[src/rtl/pupil_pkg.sv]
// rtl/pupil_pkg.sv - shared constants and FSM state type for the pupil locator
package pupil_pkg;
    localparam int COORD_W = 13;
    localparam int PIX_W   = 10;

    typedef enum logic [1:0] {
        IDLE = 2'd0,
        DIVX = 2'd1,
        DIVY = 2'd2,
        PUB  = 2'd3
    } state_t;
endpackage

[src/rtl/serial_divider.sv]
// rtl/serial_divider.sv - restoring divider, one load cycle then N quotient-bit cycles
module serial_divider #(
    parameter int N = 28,
    parameter int D = 15
) (
    input  logic         iCLK,
    input  logic         iRST,
    input  logic         iSTART,
    input  logic [N-1:0] iNUM,
    input  logic [D-1:0] iDEN,
    output logic [N-1:0] oQ,
    output logic         oBUSY,
    output logic         oDONE
);
    localparam int CW = $clog2(N + 1);

    logic [N-1:0]  q_q;
    logic [D-1:0]  rem_q;
    logic [D-1:0]  den_q;
    logic [CW-1:0] cnt_q;
    logic          busy_q;
    logic [D:0]    cand;
    logic [D+1:0]  diff;
    logic          unused_diff;

    // Remainder stays below the divisor, so the trial value never exceeds 2*den.
    assign cand        = {rem_q, q_q[N-1]};
    assign diff        = {1'b0, cand} - {2'b0, den_q};
    assign unused_diff = diff[D];

    always_ff @(posedge iCLK or posedge iRST) begin
        if (iRST) begin
            q_q    <= '0;
            rem_q  <= '0;
            den_q  <= '0;
            cnt_q  <= '0;
            busy_q <= 1'b0;
        end else if (iSTART) begin
            q_q    <= iNUM;
            rem_q  <= '0;
            den_q  <= iDEN;
            cnt_q  <= CW'(N);
            busy_q <= 1'b1;
        end else if (busy_q) begin
            q_q   <= {q_q[N-2:0], ~diff[D+1]};
            rem_q <= diff[D+1] ? cand[D-1:0] : diff[D-1:0];
            cnt_q <= cnt_q - CW'(1);
            if (cnt_q == CW'(1))
                busy_q <= 1'b0;
        end
    end

    // Asserted during the final iteration; oQ is complete after the next edge.
    assign oQ    = q_q;
    assign oBUSY = busy_q;
    assign oDONE = busy_q && (cnt_q == CW'(1));
endmodule

[src/rtl/pupil_locator.sv]
// rtl/pupil_locator.sv - per-frame dark-pixel statistics and centroid from a raster stream
module pupil_locator
    import pupil_pkg::*;
#(
    parameter int              IMG_W  = 128,
    parameter int              IMG_H  = 128,
    parameter logic [PIX_W-1:0] THRESH = 10'd128,
    localparam int             NW     = $clog2(IMG_W * IMG_H + 1),
    localparam int             SW     = 13 + NW
) (
    input  logic               iCLK,
    input  logic               iRST,
    input  logic               iDVAL,
    input  logic [COORD_W-1:0] iX,
    input  logic [COORD_W-1:0] iY,
    input  logic [PIX_W-1:0]   iVAL,
    output logic [COORD_W-1:0] oCX,
    output logic [COORD_W-1:0] oCY,
    output logic [COORD_W-1:0] oMINX,
    output logic [COORD_W-1:0] oMAXX,
    output logic [COORD_W-1:0] oMINY,
    output logic [COORD_W-1:0] oMAXY,
    output logic [NW-1:0]      oCOUNT,
    output logic               oFOUND,
    output logic               oDONE,
    output logic               oOVR
);
    logic               dark, fstart, fend, end_q;
    logic [NW-1:0]      cnt_q, scnt_q;
    logic [SW-1:0]      sumx_q, sumy_q, ssumy_q;
    logic [COORD_W-1:0] minx_q, maxx_q, miny_q, maxy_q;
    logic [COORD_W-1:0] sminx_q, smaxx_q, sminy_q, smaxy_q, qx_q;
    state_t             state_q;
    logic               div_start, div_busy, div_done;
    logic [SW-1:0]      div_num, div_q;
    logic [NW-1:0]      div_den;
    logic               unused_q;

    assign dark   = iVAL < THRESH;
    assign fstart = (iX == '0) && (iY == '0);
    assign fend   = (iX == COORD_W'(IMG_W - 1)) && (iY == COORD_W'(IMG_H - 1));

    always_ff @(posedge iCLK or posedge iRST) begin
        if (iRST) begin
            end_q  <= 1'b0;
            cnt_q  <= '0;
            sumx_q <= '0;
            sumy_q <= '0;
            minx_q <= '0;
            maxx_q <= '0;
            miny_q <= '0;
            maxy_q <= '0;
        end else begin
            end_q <= iDVAL && fend;
            if (iDVAL) begin
                if (fstart) begin
                    cnt_q  <= {{(NW-1){1'b0}}, dark};
                    sumx_q <= dark ? SW'(iX) : '0;
                    sumy_q <= dark ? SW'(iY) : '0;
                    minx_q <= dark ? iX : '0;
                    maxx_q <= dark ? iX : '0;
                    miny_q <= dark ? iY : '0;
                    maxy_q <= dark ? iY : '0;
                end else if (dark) begin
                    cnt_q  <= cnt_q + NW'(1);
                    sumx_q <= sumx_q + SW'(iX);
                    sumy_q <= sumy_q + SW'(iY);
                    // An empty count means the box holds no dark pixel yet.
                    if (cnt_q == '0) begin
                        minx_q <= iX;
                        maxx_q <= iX;
                        miny_q <= iY;
                        maxy_q <= iY;
                    end else begin
                        if (iX < minx_q) minx_q <= iX;
                        if (iX > maxx_q) maxx_q <= iX;
                        if (iY < miny_q) miny_q <= iY;
                        if (iY > maxy_q) maxy_q <= iY;
                    end
                end
            end
        end
    end

    // X divide loads straight from the accumulators on the snapshot edge.
    assign div_start = (state_q == IDLE && end_q && cnt_q != '0) || (state_q == DIVY && !div_busy);
    assign div_num   = (state_q == IDLE) ? sumx_q : ssumy_q;
    assign div_den   = (state_q == IDLE) ? cnt_q : scnt_q;
    assign unused_q  = ^div_q[SW-1:COORD_W];

    serial_divider #(.N(SW), .D(NW)) u_div (
        .iCLK   (iCLK),
        .iRST   (iRST),
        .iSTART (div_start),
        .iNUM   (div_num),
        .iDEN   (div_den),
        .oQ     (div_q),
        .oBUSY  (div_busy),
        .oDONE  (div_done)
    );

    always_ff @(posedge iCLK or posedge iRST) begin
        if (iRST) begin
            state_q <= IDLE;
            scnt_q  <= '0;
            ssumy_q <= '0;
            sminx_q <= '0;
            smaxx_q <= '0;
            sminy_q <= '0;
            smaxy_q <= '0;
            qx_q    <= '0;
            oCX     <= '0;
            oCY     <= '0;
            oMINX   <= '0;
            oMAXX   <= '0;
            oMINY   <= '0;
            oMAXY   <= '0;
            oCOUNT  <= '0;
            oFOUND  <= 1'b0;
            oDONE   <= 1'b0;
            oOVR    <= 1'b0;
        end else begin
            oDONE <= 1'b0;
            oOVR  <= end_q && (state_q != IDLE);
            case (state_q)
                IDLE: if (end_q) begin
                    scnt_q  <= cnt_q;
                    ssumy_q <= sumy_q;
                    sminx_q <= minx_q;
                    smaxx_q <= maxx_q;
                    sminy_q <= miny_q;
                    smaxy_q <= maxy_q;
                    state_q <= (cnt_q != '0) ? DIVX : PUB;
                end
                DIVX: if (div_done) state_q <= DIVY;
                DIVY: begin
                    if (!div_busy) qx_q <= div_q[COORD_W-1:0];
                    if (div_done) state_q <= PUB;
                end
                PUB: begin
                    oFOUND  <= scnt_q != '0;
                    oCX     <= (scnt_q != '0) ? qx_q : '0;
                    oCY     <= (scnt_q != '0) ? div_q[COORD_W-1:0] : '0;
                    oMINX   <= (scnt_q != '0) ? sminx_q : '0;
                    oMAXX   <= (scnt_q != '0) ? smaxx_q : '0;
                    oMINY   <= (scnt_q != '0) ? sminy_q : '0;
                    oMAXY   <= (scnt_q != '0) ? smaxy_q : '0;
                    oCOUNT  <= scnt_q;
                    oDONE   <= 1'b1;
                    state_q <= IDLE;
                end
                default: state_q <= IDLE;
            endcase
        end
    end
endmodule
[config.mk]
export PLATFORM = sky130hd
export DESIGN_NAME = pupil_locator
export DESIGN_NICKNAME = d
export VERILOG_FILES = /design/src/rtl/pupil_pkg.sv /design/src/rtl/serial_divider.sv /design/src/rtl/pupil_locator.sv
export SDC_FILE = /design/constraint.sdc
export NUM_CORES = 1
export LEC_CHECK = 0
export CAP_MARGIN = 20
export CORE_MARGIN = 2
export CORE_UTILIZATION = 45
export CTS_BUF_LIST = sky130_fd_sc_hd__clkbuf_8 sky130_fd_sc_hd__clkbuf_16
export DETAILED_ROUTE_END_ITERATION = 12
export GPL_ROUTABILITY_DRIVEN = 0
export GPL_TIMING_DRIVEN = 0
export SETUP_SLACK_MARGIN = 0.5
export SLEW_MARGIN = 20
export SYNTH_ARGS = -nofsm -noshare
export SYNTH_HDL_FRONTEND = slang
export SYNTH_HIERARCHICAL = 1
export SYNTH_SLANG_ARGS = --single-unit
[constraint.sdc]
create_clock -name iCLK -period 12.92 [get_ports iCLK]
set_input_delay 2.584 -clock iCLK [delete_from_list [all_inputs] [get_ports iCLK]]
set_output_delay 2.584 -clock iCLK [all_outputs]
set_load 0.1 [all_outputs]
# ---- Yosys cells after proc, flatten, opt, wreduce, memory -nomap -nowiden
# Cells that the tools add are included.
# W data, S select, Z words.
dict set report totals {
  elab_cells 133
  output_inout_bits 96
  regBits 394
}
dict set report op_classes {
  n_eq_ne 9
  n_addsub 5
  n_reduce_logical 31
  n_lt_le_gt_ge 5
  n_mux 50
  bitwise_logic 2
}
# op count
set op_table {}
lappend op_table {{$mux W13} 26}
lappend op_table {{$mux W28} 7}
lappend op_table {{$mux W15} 6}
lappend op_table {{$add A28 B13 Y28} 2}
lappend op_table {{$reduce_bool A15 Y1} 2}
lappend op_table {{$eq A13 B7 Y1 const B} 2}
lappend op_table {{$gt A13 B13 Y1} 2}
lappend op_table {{$logic_not A13 Y1} 2}
lappend op_table {{$lt A13 B13 Y1} 2}
lappend op_table {{$sub A16 B15 Y17} 1}
lappend op_table {{$add A15 B1 Y15 const B} 1}
lappend op_table {{$logic_not A15 Y1} 1}
lappend op_table {{$reduce_and A3 Y1} 5}
lappend op_table {{$reduce_bool A3 Y1} 4}
lappend op_table {{$lt A10 B8 Y1 const B} 1}
lappend op_table {{$mux W5} 2}
lappend op_table {{$logic_and A1 B1 Y1} 8}
lappend op_table {{$mux W2} 4}
lappend op_table {{$pmux W2 S4} 1}
lappend op_table {{$ne A2 B2 Y1 const B} 3}
lappend op_table {{$reduce_and A2 Y1} 3}
lappend op_table {{$reduce_bool A2 Y1} 3}
lappend op_table {{$eq A5 B1 Y1 const B} 1}
lappend op_table {{$sub A5 B1 Y5 const B} 1}
lappend op_table {{7 further kinds} 12}

# ---- Longest topological paths before layout
dict set report logic_depth {
  word_depth 5
  ltp_mapped 12
  ltp_nobuf 11
}

# ---- Hierarchy
# The synthesis kept the hierarchy.
# mod area_per_inst_um2 cells_each n_inst seq_area_each_um2
set by_module_without_submodules {}
lappend by_module_without_submodules {pupil_locator 15746.4 1376 1 8257.9}
lappend by_module_without_submodules {serial_divider 3724.8 390 1 1601.5}

# ---- Worst setup path after synthesis
# No wires, ideal clock.
dict set report synth_timing {
  kind {input to register}
  startpoint {in iY[7]}
  endpoint {reg sumy_q[24]}
  setup_slack_ns 8.425
  path_buffers 0
  setup_time_ns 0.132
  t_required_ns 12.788
  stages 8
  t_arrival_ns 4.363
  path_cell_list {ha_1 > nand2_1 > or4b_2 > o21ai_0 > o22ai_1 > nand4_1 > xor2_1 > nor2_1}
}
dict set report synth_via {
  elab_chain_len 4
  word_cells_on_any_way 7
  cone_classes {add/sub (1); mux (2); reduce/logical (4)}
}
# element line_no
set synth_lines {}
lappend synth_lines {{start: declaration} pupil_locator.sv:15} ;# input logic [COORD_W-1:0] iY,
lappend synth_lines {{parallel branches: the longest is 4 deep, another holds $add A28 B13 Y28} n/a}
lappend synth_lines {{end signal: assignment} pupil_locator.sv:59} ;# sumy_q <= dark ? SW'(iY) : '0;
lappend synth_lines {{end signal: assignment} pupil_locator.sv:67} ;# sumy_q <= sumy_q + SW'(iY);
lappend synth_lines {{end: declaration} pupil_locator.sv:30} ;# logic [SW-1:0] sumx_q, sumy_q, ssumy_q;
# Parallel ways; which one is timed is not known. The select of a mux whose other input is x is not followed.
# A chain may end at the register's enable or synchronous reset.

# ---- Final worst setup path
dict set report layout_timing {
  startpoint {in iX[8]}
  endpoint {reg miny_q[12]}
}
dict set report layout_via {
  elab_chain_len 4
  word_cells_on_any_way 6
  cone_classes {mux (1); reduce/logical (5)}
}
# element line_no
set layout_lines {}
lappend layout_lines {{start: declaration} pupil_locator.sv:14} ;# input logic [COORD_W-1:0] iX,
lappend layout_lines {{$logic_not A13 Y1 *} pupil_locator.sv:40} ;# assign fstart = (iX == '0) && (iY == '0);
lappend layout_lines {{$logic_and A1 B1 Y1 *} pupil_locator.sv:40}
lappend layout_lines {{$reduce_bool A3 Y1 (no line) or $reduce_bool A2 Y1 (tied branches)} n/a}
lappend layout_lines {{$reduce_and A3 Y1 (no line)} n/a}
lappend layout_lines {{end signal: assignment} pupil_locator.sv:62} ;# miny_q <= dark ? iY : '0;
lappend layout_lines {{end signal: assignment} pupil_locator.sv:72} ;# miny_q <= iY;
lappend layout_lines {{end signal: assignment} pupil_locator.sv:77} ;# if (iY < miny_q) miny_q <= iY;
lappend layout_lines {{end: declaration} pupil_locator.sv:31} ;# logic [COORD_W-1:0] minx_q, maxx_q, miny_q, maxy_q;
# Mark *: on every way between the ends. The rest lies on a longest branch, timed or not.

==> impl_results.md <==
- Routed vias: 14.3k
- CTS tree: done
- Cells on worst reg2reg path: 10
- Final count of negative-setup-slack endpoints: 0
- Yosys top cell area share: 50.6%
- CTS root buf: clkbuf_16
- Htree depth: 2
- Worst Setup SP: iX[8]
- Die width: 212 um
- CTS buffer count: 44
- RR Endpoint: u_div/oQ[11]
- Port Buffers: 127
- Vias in the first global route: 14.2k
- Place WS: 6900 ps
- Final WL: 51500 um
- Ports: 135
- Post-synth EDFFs: 0
- Via-to-Cell Ratio: 5.58
- Detailed placement HPWL: 37400 um
- FF-to-FF setup slack: 9560 ps
- Die Span Y: 212 um
- PwrDens: 164 nW/um^2
- Clk slew on worst S/H paths: 60 ps
- Top FF cell, synth: dfrtp_1
- Post-synth cell types: 82
- Post-CTS setup buffer count: 0
- Async set-reset flop share out of synthesis: 100%
- Worst EP arrival: 5980 ps
- DRC viols: 0
- Largest net degree at the start of global routing: 101
- Post-route minimum period: 5540 ps
- Fin nets: 2085
- Syn Inst Count: 1766
- Largest cells by area after synthesis: dfrtp_1 (51%), mux2_2 (8.8%), ha_1 (6.4%), a22o_1 (4.1%), o21ai_0 (3.6%)
- Final hold slack: 480 ps
- Register area share after synthesis: 50.6%
- Synth warnings: 6
- Initial antenna violation count: 0
- Global-route usage over all layers: 23.6%
- Hold Buf Count CTS: 0
- Worst-skew pair later-pin latency: 570 ps
- Max-slew headroom: 30.9%
- First-pass iteration count of the detailed router: 5
- RSZ-0062 raised after global routing: no
- Net count after synthesis: 1907
- Die area: 44900 sq um
- Cell area after synthesis: 19500 sq um
- Critical path peak fanout: 10
- Critical path class: in -> reg
- WL per Instance: 20.1 um
- Max Clk Rate: 181 MHz
- Gr ovfl total: 0
- Final ANT Viol Nets: 0
- Lkg Pwr: 10.6 nW
- N_diodes: 0
- First-pass GRT wire length: 81800 um
- Worst Skew: 18.5 ps
- Layout cells sized above 1: 14.1%
- Mapped Avg Cell Area: 11.0 sq um
- Area leader, netlist: dfrtp_1
- Resize count post-CTS: 0
- WHS Path Cells: 2
- P&R area growth vs syn: 18.2%
- Hold Path Sink: sminx_q[11]
- Final hold violation count: 0
- Hold/Removal Path Class: reg -> reg
- Final core utilization: 53.7%
- Max_cap viols: 0
- Hold Startpoint: sminx_q[11]
- Outcome: finished clean
- VDD IR max: 0.131 mV
- Bufs on Longest Clock Path: 3
- Worst setup SP type: input port
- CP Data Required Time: 13360 ps
- Flop and latch count out of synthesis: 394
- Crit share post-route: 42.9%
- Core Region: 42900 sq um
- CTS sink count: 394
- Setup slack after layout: 7380 ps
- Crit end category: flip-flop
- Num rows: 76
- RR Startpoint: state_q[1]
- Initial Util: 45.4%
- Slew @ Worst Pin: 1030 ps
- DRT iter0 DRCs: 816
- Max-slew violation count: 0
[cell families after synthesis]
kind of cell	after synthesis	synth area share, %
adder cells (fa/ha/maj)	102	6.67
AO/OA/AOI/OAI	402	14.2
flip-flops	394	50.6
buffers and inverters	179	3.78
AND/OR/NAND/NOR	427	10.7
multiplexers	196	11.1
XOR/XNOR	66	2.97
[report_power, final]
part | leakage, nW | internal, mW | switching [mW]
logic | 4.52 | 0.451 | 0.604
clock network | 0.751 | 0.727 | 0.503
registers | 5.35 | 1.39 | 0.110
[layout make-up]
type | count | area [sq um]
Clock inverter | 25 | 184
Sequential cell | 394 | 9860
Inverter | 95 | 367
Tap cell | 585 | 732
Fill cell | 3821 | 19900
Buffer | 84 | 379
Multi-Input combinational cell | 1193 | 8890
Clock buffer | 52 | 1220
Timing Repair Buffer | 132 | 1390
[cell usage after synthesis (all sizes together), types with 6 or more instances]
cell / n
a211oi: 8
a21o: 13
a21oi: 64
a22o: 92
a311oi: 8
a31oi: 6
and3: 14
buf: 18
clkbuf: 66
dfrtp: 394
ha: 99
inv: 95
mux2: 162
mux2i: 34
nand2: 171
nand2b: 9
nand3: 43
nand4: 28
nor2: 85
nor2b: 10
nor3: 16
nor4: 13
o21a: 9
o21ai: 142
o31ai: 11
or3: 15
xnor2: 30
xor2: 36
[placed cells by master (no fill, tap or decap), drive strengths merged, types with 28 or more instances in the layout]
cell           count
dfrtp            394
o21ai            142
nand2            171
clkbuf           118
a21oi             64
nor2              85
ha                99
mux2i             34
clkdlybuf4s50    127
xor2              36
xnor2             30
nand3             43
mux2             162
a22o              92
nand4             28
inv              110
[registers in the layout, summed over array words and instances (netlist names), 15 cells and up]
register     cells
u_div/rem_q     15
oCOUNT          15
sumx_q          28
u_div/oQ        28
ssumy_q         28
sumy_q          28
cnt_q           15
scnt_q          15
u_div/den_q     15
[layer usage]
layer  vias to the layer above  routed length [um]  part of all wire, %  GRT usage [%]
met2                       369               23100                   45           36.3
met1                      7113               24200                   47           34.2
met5                         -                   0                    0              0
met3                        92                2630                  5.1           3.63
li1                       6705                   -                    -              -
met4                         0                1560                  3.0           7.53
[how the worst max path moves through the flow]
stage                       to  depth (start not counted)
finish              miny_q[12]                          8
floorplan             cnt_q[0]                          1
global route         miny_q[2]                          8
global placement    sumy_q[23]                          2
CTS                  miny_q[6]                          8
detailed placement   miny_q[6]                          8
[stage by stage]
step | TNS (ps) | cells | area [sq um] | total power [mW]
after floorplan | 0 | 1766 | 19500 | 2.28
after global placement | -975240 | 2478 | 21500 | 2.53
after detailed placement | 0 | 2483 | 21600 | 2.56
after CTS | 0 | 2560 | 23000 | 3.80
after global routing | 0 | 2560 | 23000 | 4.00
final | 0 | 2560 | 23000 | 3.78
[worst max-delay path, cell delays in order]
cell and delay (ps):
clkdlybuf4s50_1 700, nor4_2 590, nand4_2 270, nor2_2 670, nor2_1 310, a21boi_1 260, buf_2 250, mux2_1 330
(Power assumes the default switching activity.)
